==> src/rtl/exec_sequencer_if.sv <==
// ============================================================================
// Module      : exec_sequencer_if
// Description : Bundle of receiver, cpu and transmitter-side signals of the
//               instruction-execution sequencer.
//               slave  modport : used by exec_sequencer
//               master modport : used by the environment driving it
//               Signals: inst_in/inst_valid/inst_ready (receiver side),
//               inst_out/proc_clk (cpu side), send_req/tx_ready (transmitter
//               side), busy/pending status, ovf_cnt when
//               EXEC_SEQ_OVF_CNT_EN is defined.
// Revision    : 1.0 - initial release
// ============================================================================
`default_nettype none

interface exec_sequencer_if #(
   parameter int DEPTH = 4
);
   logic [31:0]                  inst_in;
   logic                         inst_valid;
   logic                         inst_ready;
   logic [31:0]                  inst_out;
   logic                         proc_clk;
   logic                         send_req;
   logic                         tx_ready;
   logic                         busy;
   logic [$clog2(DEPTH+1)-1:0]   pending;
`ifdef EXEC_SEQ_OVF_CNT_EN
   logic [7:0]                   ovf_cnt;

   modport slave (
      input  inst_in, inst_valid, tx_ready,
      output inst_ready, inst_out, proc_clk, send_req, busy, pending, ovf_cnt
   );
   modport master (
      output inst_in, inst_valid, tx_ready,
      input  inst_ready, inst_out, proc_clk, send_req, busy, pending, ovf_cnt
   );
`else
   modport slave (
      input  inst_in, inst_valid, tx_ready,
      output inst_ready, inst_out, proc_clk, send_req, busy, pending
   );
   modport master (
      output inst_in, inst_valid, tx_ready,
      input  inst_ready, inst_out, proc_clk, send_req, busy, pending
   );
`endif
endinterface

`default_nettype wire

==> src/rtl/exec_sequencer.sv <==
// ============================================================================
// Module      : exec_sequencer
// Description : Buffers received instructions in a FIFO and runs each one
//               through the cpu with a gated, divided processor clock, then
//               requests one register-file dump from the transmitter.
//               Ports: clk12 (system clock), rst (async, active-high),
//               bus (exec_sequencer_if.slave: inst_in/inst_valid/inst_ready,
//               inst_out/proc_clk, send_req/tx_ready, busy, pending, ovf_cnt).
//               Optional feature macro: EXEC_SEQ_OVF_CNT_EN enables the
//               saturating dropped-instruction counter on bus.ovf_cnt.
// Revision    : 1.0 - initial release
// ============================================================================
`default_nettype none

module exec_sequencer #(
   parameter int          DEPTH      = 4,
   parameter int          CLK_DIV    = 2,
   parameter int          EXEC_CLKS  = 10,
   parameter int          ISSUE_CLKS = 2,
   parameter logic [31:0] NOOP       = 32'h13000000
) (
   input  wire logic          clk12,
   input  wire logic          rst,
   exec_sequencer_if.slave    bus
);
   localparam int PW = $clog2(DEPTH);
   localparam int OW = $clog2(DEPTH + 1);
   // One spare bit so that CLK_DIV == EXEC_CLKS still fits in the counter.
   localparam int CW = $clog2(EXEC_CLKS + 1);

   localparam logic [OW-1:0] c_full  = OW'(DEPTH);
   localparam logic [CW-1:0] c_last  = CW'(EXEC_CLKS - 1);
   localparam logic [CW-1:0] c_issue = CW'(ISSUE_CLKS);
   localparam logic [CW-1:0] c_div   = CW'(CLK_DIV);
   localparam logic [CW-1:0] c_half  = CW'(CLK_DIV / 2);

   typedef enum logic [1:0] {
      ST_IDLE    = 2'd0,
      ST_EXEC    = 2'd1,
      ST_SEND    = 2'd2,
      ST_WAIT_TX = 2'd3
   } state_t;

   // ------------------------------------------------------------------ FIFO
   logic [31:0]   mem_q [DEPTH];
   logic [PW-1:0] wr_ptr_q, rd_ptr_q;
   logic [OW-1:0] count_q, count_d;
   logic          w_full, w_empty, w_push, w_pop;

   // Full is taken from the registered count, so a strobe while full is
   // dropped even when the sequencer pops in the same cycle.
   assign w_full  = (count_q == c_full);
   assign w_empty = (count_q == '0);
   assign w_push  = bus.inst_valid && !w_full;

   always_comb begin
      count_d = count_q;
      case ({w_push, w_pop})
         2'b10:   count_d = count_q + OW'(1);
         2'b01:   count_d = count_q - OW'(1);
         default: count_d = count_q;
      endcase
   end

   always_ff @(posedge clk12) begin
      if (w_push) begin
         mem_q[wr_ptr_q] <= bus.inst_in;
      end
   end

   // Pointers wrap naturally since DEPTH is a power of two.
   always_ff @(posedge clk12 or posedge rst) begin
      if (rst) begin
         wr_ptr_q <= '0;
         rd_ptr_q <= '0;
         count_q  <= '0;
      end else begin
         if (w_push) wr_ptr_q <= wr_ptr_q + PW'(1);
         if (w_pop)  rd_ptr_q <= rd_ptr_q + PW'(1);
         count_q <= count_d;
      end
   end

   // ------------------------------------------------------------------- FSM
   state_t        state_q, state_d;
   logic [CW-1:0] cnt_q, cnt_d;
   logic [31:0]   inst_reg_q, inst_reg_d;
   logic [31:0]   inst_out_q, inst_out_d;
   logic          proc_clk_q, proc_clk_d;
   logic          send_req_q, send_req_d;
   logic          tx_low_seen_q, tx_low_seen_d;

   // Outputs are registered, so they are computed here from the next counter
   // value; outside EXEC the cpu sees NOOP and a clock parked high.
   always_comb begin
      state_d       = state_q;
      cnt_d         = cnt_q;
      inst_reg_d    = inst_reg_q;
      inst_out_d    = NOOP;
      proc_clk_d    = 1'b1;
      send_req_d    = 1'b0;
      tx_low_seen_d = tx_low_seen_q;
      w_pop         = 1'b0;
      case (state_q)
         ST_IDLE: begin
            if (!w_empty) begin
               w_pop      = 1'b1;
               inst_reg_d = mem_q[rd_ptr_q];
               cnt_d      = '0;
               state_d    = ST_EXEC;
               inst_out_d = (c_issue != '0) ? mem_q[rd_ptr_q] : NOOP;
            end
         end
         ST_EXEC: begin
            if (cnt_q == c_last) begin
               // Final half-period ends high: that is the last rising edge.
               state_d = ST_SEND;
            end else begin
               cnt_d      = cnt_q + CW'(1);
               inst_out_d = (cnt_d < c_issue) ? inst_reg_q : NOOP;
               proc_clk_d = ((cnt_d % c_div) < c_half);
            end
         end
         ST_SEND: begin
            if (bus.tx_ready) begin
               send_req_d    = 1'b1;
               tx_low_seen_d = 1'b0;
               state_d       = ST_WAIT_TX;
            end
         end
         ST_WAIT_TX: begin
            // Leave only after the transmitter has visibly gone busy and
            // come back, so the next instruction never overlaps a dump.
            if (!tx_low_seen_q) begin
               if (!bus.tx_ready) tx_low_seen_d = 1'b1;
            end else if (bus.tx_ready) begin
               state_d = ST_IDLE;
            end
         end
         default: state_d = ST_IDLE;
      endcase
   end

   always_ff @(posedge clk12 or posedge rst) begin
      if (rst) begin
         state_q       <= ST_IDLE;
         cnt_q         <= '0;
         inst_reg_q    <= NOOP;
         inst_out_q    <= NOOP;
         proc_clk_q    <= 1'b1;
         send_req_q    <= 1'b0;
         tx_low_seen_q <= 1'b0;
      end else begin
         state_q       <= state_d;
         cnt_q         <= cnt_d;
         inst_reg_q    <= inst_reg_d;
         inst_out_q    <= inst_out_d;
         proc_clk_q    <= proc_clk_d;
         send_req_q    <= send_req_d;
         tx_low_seen_q <= tx_low_seen_d;
      end
   end

   assign bus.inst_ready = !w_full;
   assign bus.inst_out   = inst_out_q;
   assign bus.proc_clk   = proc_clk_q;
   assign bus.send_req   = send_req_q;
   assign bus.busy       = (state_q != ST_IDLE);
   assign bus.pending    = count_q;

`ifdef EXEC_SEQ_OVF_CNT_EN
   logic [7:0] ovf_cnt_q;

   always_ff @(posedge clk12 or posedge rst) begin
      if (rst) begin
         ovf_cnt_q <= '0;
      end else if (bus.inst_valid && w_full && (ovf_cnt_q != 8'hFF)) begin
         ovf_cnt_q <= ovf_cnt_q + 8'd1;
      end
   end

   assign bus.ovf_cnt = ovf_cnt_q;
`endif

endmodule

`default_nettype wire
==> src/flat_wrapper.sv <==
// flat-port wrapper written by rule: the top's interface ports become plain ports
module exec_sequencer_flat 
#(
   parameter int          DEPTH      = 4,
   parameter int          CLK_DIV    = 2,
   parameter int          EXEC_CLKS  = 10,
   parameter int          ISSUE_CLKS = 2,
   parameter logic [31:0] NOOP       = 32'h13000000
)
  (clk12, rst, bus_inst_in, bus_inst_valid, bus_tx_ready, bus_inst_ready, bus_inst_out, bus_proc_clk, bus_send_req, bus_busy, bus_pending);
  exec_sequencer_if #(.DEPTH(DEPTH)) bus_i ();
  input  wire logic clk12;
  input  wire logic rst;
  input wire logic [$bits(bus_i.inst_in)-1:0] bus_inst_in;
  input wire logic [$bits(bus_i.inst_valid)-1:0] bus_inst_valid;
  input wire logic [$bits(bus_i.tx_ready)-1:0] bus_tx_ready;
  output wire logic [$bits(bus_i.inst_ready)-1:0] bus_inst_ready;
  output wire logic [$bits(bus_i.inst_out)-1:0] bus_inst_out;
  output wire logic [$bits(bus_i.proc_clk)-1:0] bus_proc_clk;
  output wire logic [$bits(bus_i.send_req)-1:0] bus_send_req;
  output wire logic [$bits(bus_i.busy)-1:0] bus_busy;
  output wire logic [$bits(bus_i.pending)-1:0] bus_pending;
  assign bus_i.inst_in = bus_inst_in;
  assign bus_i.inst_valid = bus_inst_valid;
  assign bus_i.tx_ready = bus_tx_ready;
  assign bus_inst_ready = bus_i.inst_ready;
  assign bus_inst_out = bus_i.inst_out;
  assign bus_proc_clk = bus_i.proc_clk;
  assign bus_send_req = bus_i.send_req;
  assign bus_busy = bus_i.busy;
  assign bus_pending = bus_i.pending;
  exec_sequencer #(.DEPTH(DEPTH), .CLK_DIV(CLK_DIV), .EXEC_CLKS(EXEC_CLKS), .ISSUE_CLKS(ISSUE_CLKS), .NOOP(NOOP)) u_core (.clk12(clk12), .rst(rst), .bus(bus_i));
endmodule
==> config.mk <==
export PLATFORM = sky130hd
export DESIGN_NAME = exec_sequencer_flat
export DESIGN_NICKNAME = d
export VERILOG_FILES = /design/src/rtl/exec_sequencer_if.sv /design/src/rtl/exec_sequencer.sv /design/src/flat_wrapper.sv
export SDC_FILE = /design/constraint.sdc
export NUM_CORES = 1
export LEC_CHECK = 0
export ABC_AREA = 0
export CORE_ASPECT_RATIO = 0.75
export CORE_UTILIZATION = 25
export DETAILED_ROUTE_END_ITERATION = 8
export PLACE_DENSITY = 0.45
export SLEW_MARGIN = 20
export SYNTH_ARGS = -nofsm -noshare
export SYNTH_HDL_FRONTEND = slang
export SYNTH_SLANG_ARGS = --single-unit
export TNS_END_PERCENT = 20
==> constraint.sdc <==
create_clock -name clk12 -period 3.8 [get_ports clk12]
set_clock_uncertainty 0.2 [all_clocks]
set_input_delay 0.76 -clock clk12 [delete_from_list [all_inputs] [get_ports clk12]]
set_output_delay 0.76 -clock clk12 [all_outputs]
set_load 0.01 [all_outputs]
==> results of run 1 <==
## area by class of cell
class | instances | area (µm²)
Inverter | 22 | 85.08
Multi-Input combinational cell | 241 | 1916
Clock inverter | 12 | 125.1
Sequential cell | 208 | 5857
Antenna cell | 1 | 2.502
Fill cell | 3065 | 21310
Timing Repair Buffer | 80 | 798.3
Tap cell | 406 | 508.0
Clock buffer | 32 | 650.6
## logic make-up (layout without fill, tap and decap cells)
group                      after synthesis  count (layout)
other                                    0               1
xor gates and xnor gates                 6               6
adders and majority gates               12              12
muxes                                   36              36
DFF                                    208             208
and+or+nand+nor                        131             131
AOI/OAI and AO/OA                       56              56
buffers and inverters                   42             146
## where the power goes
group / internal, µW / switching [µW] / leakage, µW
Clock: 1340 / 902 / 0.000380
Combinational: 1060 / 1290 / 0.00119
Sequential: 3100 / 390 / 0.00217
## synthesized netlist by cell type, types with 2 or more instances
master,n
o21ai_0,41
edfxtp_1,128
nand2_1,106
a221oi_1,3
buf_6,4
and3_1,5
nand2b_1,5
xor2_1,2
xnor2_1,4
a22o_1,3
clkbuf_1,5
nor2_1,3
buf_2,10
inv_1,21
mux4_2,32
ha_1,11
and2_1,2
dfstp_2,7
mux2i_1,2
nand3_1,2
nand3b_1,2
dfrtp_1,73
## sequential cells by signal, summed over array words and instances (netlist names), 2 cells and up
register and cells:
u_core.bus.inst_out 32, u_core.rd_ptr_q 2, u_core.wr_ptr_q 2, u_core.bus.pending 3
u_core.inst_reg_q 32, u_core.mem_q 128, u_core.state_q 2, u_core.cnt_q 4
## routing by layer
metal	vias up	track usage	share of wire
met5	-	0	0
met4	0	0.02928	0.023
met3	32	0.02348	0.042
met2	82	0.1753	0.46
met1	2163	0.1423	0.47
li1	1950	-	-
## per-stage QoR
| stage | area [µm²] | setup slack (ns) |
|---|---|---|
| after floorplan | 7955 | 0.7998 |
| after global placement | 9164 | 1.017 |
| after detailed placement | 9164 | 1.019 |
| after CTS | 9940 | 0.8011 |
| after global routing | 9940 | 0.7499 |
| final | 9942 | 0.8453 |
## worst register-to-register path: cells and delay by family, from the launching register on
kind	cells	cell delay (ns)
adder cells (fa/ha/maj)	3	0.79
XOR/XNOR	2	0.32
buffers and inverters	4	0.52
AND/OR/NAND/NOR	1	0.11
flip-flops	1	0.42
AO/OA/AOI/OAI	1	0.09
## final timing paths
check                                                  start                           endpoint  slack [ns]
max reg2reg                    u_core.state_q[1]$_DFFE_PP0P_  u_core.bus.pending[2]$_DFFE_PP0P_        1.29
min in group asynchronous                                rst  u_core.inst_reg_q[19]$_DFFE_PP0P_        0.48
min reg2reg                u_core.inst_reg_q[24]$_DFFE_PP1P_  u_core.inst_reg_q[24]$_DFFE_PP1P_        0.26
max in group asynchronous                                rst   u_core.inst_reg_q[1]$_DFFE_PP0P_        2.27
max                            u_core.state_q[0]$_DFFE_PP0P_                           bus_busy        0.85
min                        u_core.inst_reg_q[24]$_DFFE_PP1P_  u_core.inst_reg_q[24]$_DFFE_PP1P_        0.26
==> flow_summary_export.csv, run 1 <==
group,metric,value,unit
run_status,status,"finished, final reports clean",
yosys,synth.avg_cell_area,16.20,µm²
yosys,synth.top_cells.by_area,"edfxtp_1, dfrtp_1, mux4_2",
power_and_ir_drop,power,8082,µW
grt,grt_usage,0.1066,
critical_path,required,2.84,ns
critical_path,path_buf_inv,3,
yosys,yosys.area_share.simple,0.07172,
grt,grt.overflow.total,0,
yosys,synth_fp_nets,539,
routing,wirelength,17230,µm
yosys,synth_enable_flop_cells,128,
placed_design,post-dp-hpwl,10380,µm
routing,routedWlPerCell,17.20,µm
yosys,syn-cell-area,7955,µm²
grt,grt_pass1_wl,26540,µm
routing,remaining_drc_errors,0,
yosys,synth_warnings,0,
clock_network,cts_resized,0,
clock_network,cts_tree,"built",
yosys,ys_seq_elements,208,
routing,ant_nets,0,
timing,drv_slew,0,
placed_design,port_buffers,74,
clock_network,clk_path_buf_depth,3,
hold_path,hold_depth,2,
clock_network,cts_setup_buffers,0,
clock_network,cts_htree_levels,1,
timing,hold_ws,0.2638,ns
yosys,synth_top_family_by_area,"multiplexers",
finish,utilization,0.3181,
clock_network,numCtsBuffers,24,
floorplanning,num_rows,56,
routing,vias,4227,
floorplanning,core_area,31250,µm²
critical_path,critPathMaxFanout,4,
critical_path,critical_path_class,"flip-flop to primary output",
hold_path,hp-class,"flip-flop to flip-flop",
power_and_ir_drop,irDropWorstVdd,0.2470,mV
routing,drt-initial-drc-count,222,
floorplanning,fp.dieW,208.0,µm
critical_path,cp.arrival,1.99,ns
timing,period_share,0.7776,
floorplanning,initial_core_util,0.2546,
floorplanning,io_pins,75,
yosys,synth_top_area_cell,"edfxtp_1",
timing,rsz0062_at_grt,"no",
clock_network,clock_latency,0.52,ns
yosys,syn_inst,491,
floorplanning,die_h,156.5,µm
timing,maxSlewHeadroom,0.3818,
grt,antenna_found_initial,1,
yosys,synth_compound_gate_area_share,0.04467,
placed_design,routabilityCongestion,0.6792,
critical_path,critPathTopFamily,"buffers and inverters",
finish,final_common_cell,"edfxtp_1",
placed_design,place_inst,957,
power_and_ir_drop,leakagePower,0.003740,µW
critical_path,r2r_cells,11,
clock_network,root_buffer,"clkbuf_16",
yosys,synth_ff_type,"edfxtp_1",
critical_path,max_stage_delay,0.57,ns
timing,finalSetupViolCount,0,
finish,drive_gt1_frac,0.1647,
critical_path,critical_path.endpoint_type,"primary output",
yosys,muxShareOfSynthArea,0.09594,
finish,syn_to_final_growth,24.98,%
job,drv_cap,0,
timing,min_period,2.955,ns
finish,nets,625,
floorplanning,die_area,32550,µm²
yosys,yosysSeqAreaShare,0.7359,
clock_network,holdBufCountCts,0,
finish,final_cell_mix,"edfxtp_1, nand2_1, clkdlybuf4s50_1, dfrtp_1, o21ai_0",
finish,fin_cells,1002,
yosys,yosys.area_share.adder,0.01982,
yosys,ys_async_sr_fraction,0.3846,
timing,fmax,338.4,MHz
grt,grt_pass1_vias,4456,
critical_path,crit_chain,"inv_1, ha_1, inv_1, clkdlybuf4s50_1",
clock_network,cts.sinks,208,
yosys,synth_top_area_frac,0.4832,
timing,hold_viol,0,
critical_path,start_kind,"flip-flop",
clock_network,clk_pin_slew,0.05,ns
routing,drtPass1Iterations,4,
yosys,synth_xor_xnor_area_share,0.006606,
yosys,synth_cell_types,42,
routing,avgViaCountPerCell,4.219,
grt,grt_max_degree,44,
critical_path,cp_common_cell,"inv_1",
critical_path,crit_slowest_cell,"clkdlybuf4s50_1",
timing,worst_slew_pin_slew,0.9273,ns
timing,final.setup.tns,0,ns
critical_path,cp.depth,4,
power_and_ir_drop,power_density,812.9,nW/µm²
(Power assumes the default switching activity.)
==> run 2, diff against run 1 <==
==> constraint.sdc (replaced) <==
create_clock -name clk12 -period 2.9 [get_ports clk12]
set_clock_uncertainty 0.2 [all_clocks]
set_input_delay 0.58 -clock clk12 [delete_from_list [all_inputs] [get_ports clk12]]
set_output_delay 0.58 -clock clk12 [all_outputs]
set_load 0.01 [all_outputs]
==> run 2 against run 1 <==
  * Power rose by 33%
  * Combinational power increased by 40%
  * Final cell count grew 0.40%
  * Non-clock buffer count is 7 higher
  * Sequential power up 28%
  * Flip-flop and latch count is the same
  * Sequential share of layout area shrank 0.69 points
  * Critical path depth did not move
  * First-iteration DRC count rose by 23%
  * Hold slack got worse by 0.0027 ns
  * Die area is the same
  * Worst setup slack lost 0.72 ns
  * Largest power group unchanged
==> flow_summary_export.csv, run 2 (synthesis results as in run 1) <==
group,metric,value,unit
timing,drv_slew,0,
routing,remaining_drc_errors,0,
power_and_ir_drop,leakagePower,0.003797,µW
grt,grt_usage,0.1090,
floorplanning,num_rows,56,
critical_path,ff2ff_setup_slack,0.41,ns
timing,finalSetupViolCount,0,
routing,drt-initial-drc-count,273,
critical_path,start_kind,"flip-flop",
placed_design,place_inst,964,
finish,fin_area,10060,µm²
run_status,status,"finished, final reports clean",
clock_network,clk_path_buf_depth,3,
clock_network,cts_setup_buffers,0,
hold_path,hp-start,"u_core.inst_reg_q[28]$_DFFE_PP1P_",
placed_design,port_buffers,74,
finish,nets,631,
clock_network,cts_htree_levels,1,
clock_network,cts_tree,"built",
critical_path,r2r_cells,10,
floorplanning,die_area,32550,µm²
placed_design,routabilityCongestion,0.7088,
routing,avgViaCountPerCell,4.259,
clock_network,cts_resized,0,
finish,largest_register_ffs,128,
power_and_ir_drop,power,10740,µW
critical_path,r2r_start,"u_core.bus.pending[0]$_DFFE_PP0P_",
finish,drive_gt1_frac,0.1717,
finish,fin_cells,1006,
clock_network,holdBufCountCts,0,
critical_path,critical_path_class,"flip-flop to primary output",
timing,worst_slew_pin_slew,0.5688,ns
floorplanning,core_area,31250,µm²
hold_path,hold_depth,2,
grt,grt_pass1_wl,26970,µm
placed_design,place_area,9279,µm²
clock_network,clk_pin_slew,0.06,ns
floorplanning,io_pins,75,
finish,regArea,5857,µm²
finish,multi_input_area,1916,µm²
timing,rsz0062_at_grt,"no",
timing,hold_viol,0,
timing,period_share,0.9555,
power_and_ir_drop,irDropWorstVdd,0.3852,mV
timing,final.setup.tns,0,ns
critical_path,startpoint,"u_core.state_q[0]$_DFFE_PP0P_",
grt,grt_max_degree,44,
finish,largest-register,"u_core.mem_q",
critical_path,critPathMaxFanout,4,
clock_network,numCtsBuffers,23,
grt,grt_pass1_vias,4673,
power_and_ir_drop,combPwrFrac,0.307,
floorplanning,fp.dieW,208.0,µm
power_and_ir_drop,seqPwrFrac,0.416,
finish,utilization,0.3219,
placed_design,post-dp-hpwl,10990,µm
finish,final_cell_mix,"edfxtp_1, nand2_1, clkdlybuf4s50_1, dfrtp_1, o21ai_0",
hold_path,hp-class,"flip-flop to flip-flop",
routing,wirelength,17390,µm
hold_path,hold_end,"u_core.inst_reg_q[28]$_DFFE_PP1P_",
clock_network,cts.sinks,208,
routing,drtPass1Iterations,5,
finish,syn_to_final_growth,26.45,%
timing,min_period,2.771,ns
power_and_ir_drop,swShare,0.3168,
critical_path,critical_path.endpoint_type,"primary output",
power_and_ir_drop,power_density,1068,nW/µm²
routing,vias,4285,
power_and_ir_drop,intPower,7339,µW
power_and_ir_drop,total_switching_power,3404,µW
routing,ant_nets,0,
grt,antenna_found_initial,1,
finish,final_common_cell,"edfxtp_1",
job,drv_cap,0,
critical_path,r2r_end,"u_core.bus.pending[2]$_DFFE_PP0P_",
critical_path,cp.arrival,1.99,ns
power_and_ir_drop,power_frac_clock,0.277,
clock_network,root_buffer,"clkbuf_16",
floorplanning,die_h,156.5,µm
clock_network,clock_latency,0.52,ns
timing,maxSlewHeadroom,0.6154,
critical_path,required,2.12,ns
routing,routedWlPerCell,17.29,µm
floorplanning,initial_core_util,0.2546,
finish,fill_cells,3029,
timing,fmax,360.9,MHz
grt,grt.overflow.total,0,
finish,diodes,0,
run 2: how the worst max path moves through the flow:
stage / end / slack [ns] / cells after the start
global placement: u_core.bus.pending[2]$_DFFE_PP0P_ / 0.30 / 9
floorplan: u_core.bus.inst_out[0]$_DFF_PP0_ / 0.08 / 1
CTS: bus_busy / 0.08 / 4
detailed placement: u_core.bus.pending[2]$_DFFE_PP0P_ / 0.25 / 9
global route: bus_busy / 0.005 / 4
finish: bus_busy / 0.13 / 4
run 2: power by group through the flow:
stage	logic [µW]	clock network [µW]	registers, µW
2_1_floorplan	2170	0	4440
3_3_place_gp	3310	0	4490
3_5_place_dp	3380	0	4530
4_1_cts	3380	3070	4480
5_1_grt	3690	3180	4560
6_report	3300	2970	4470
run 2: cell type report:
class	count	share of cell area
Sequential cell	208	0.5822
Multi-Input combinational cell	241	0.1904
Timing Repair Buffer	87	0.09080
Clock buffer	31	0.06318
Tap cell	406	0.05050
Clock inverter	11	0.01443
Inverter	22	0.008458
run 2: metrics by stage:
step / hold WS [ns] / setup WS [ns]
floorplan: 0.2390 / 0.07985
global route: 0.2714 / 0.005421
CTS: 0.2639 / 0.07756
detailed placement: 0.2547 / 0.2476
global placement: 0.2455 / 0.3043
finish: 0.2611 / 0.1291
run 2: critical path: stages, from the launching register on:
cell and delay (ns):
dfrtp_1 0.40, inv_1 0.08, ha_1 0.27, inv_1 0.17, clkdlybuf4s50_1 0.56
run 2: per-layer routing:
metal | global-route usage | vias to the layer above | wire, µm
met1 | 0.1425 | 2210 | 8084
met3 | 0.02629 | 32 | 797
met2 | 0.1818 | 79 | 8159
li1 | - | 1964 | -
met4 | 0.02822 | 0 | 352
met5 | 0 | - | 0
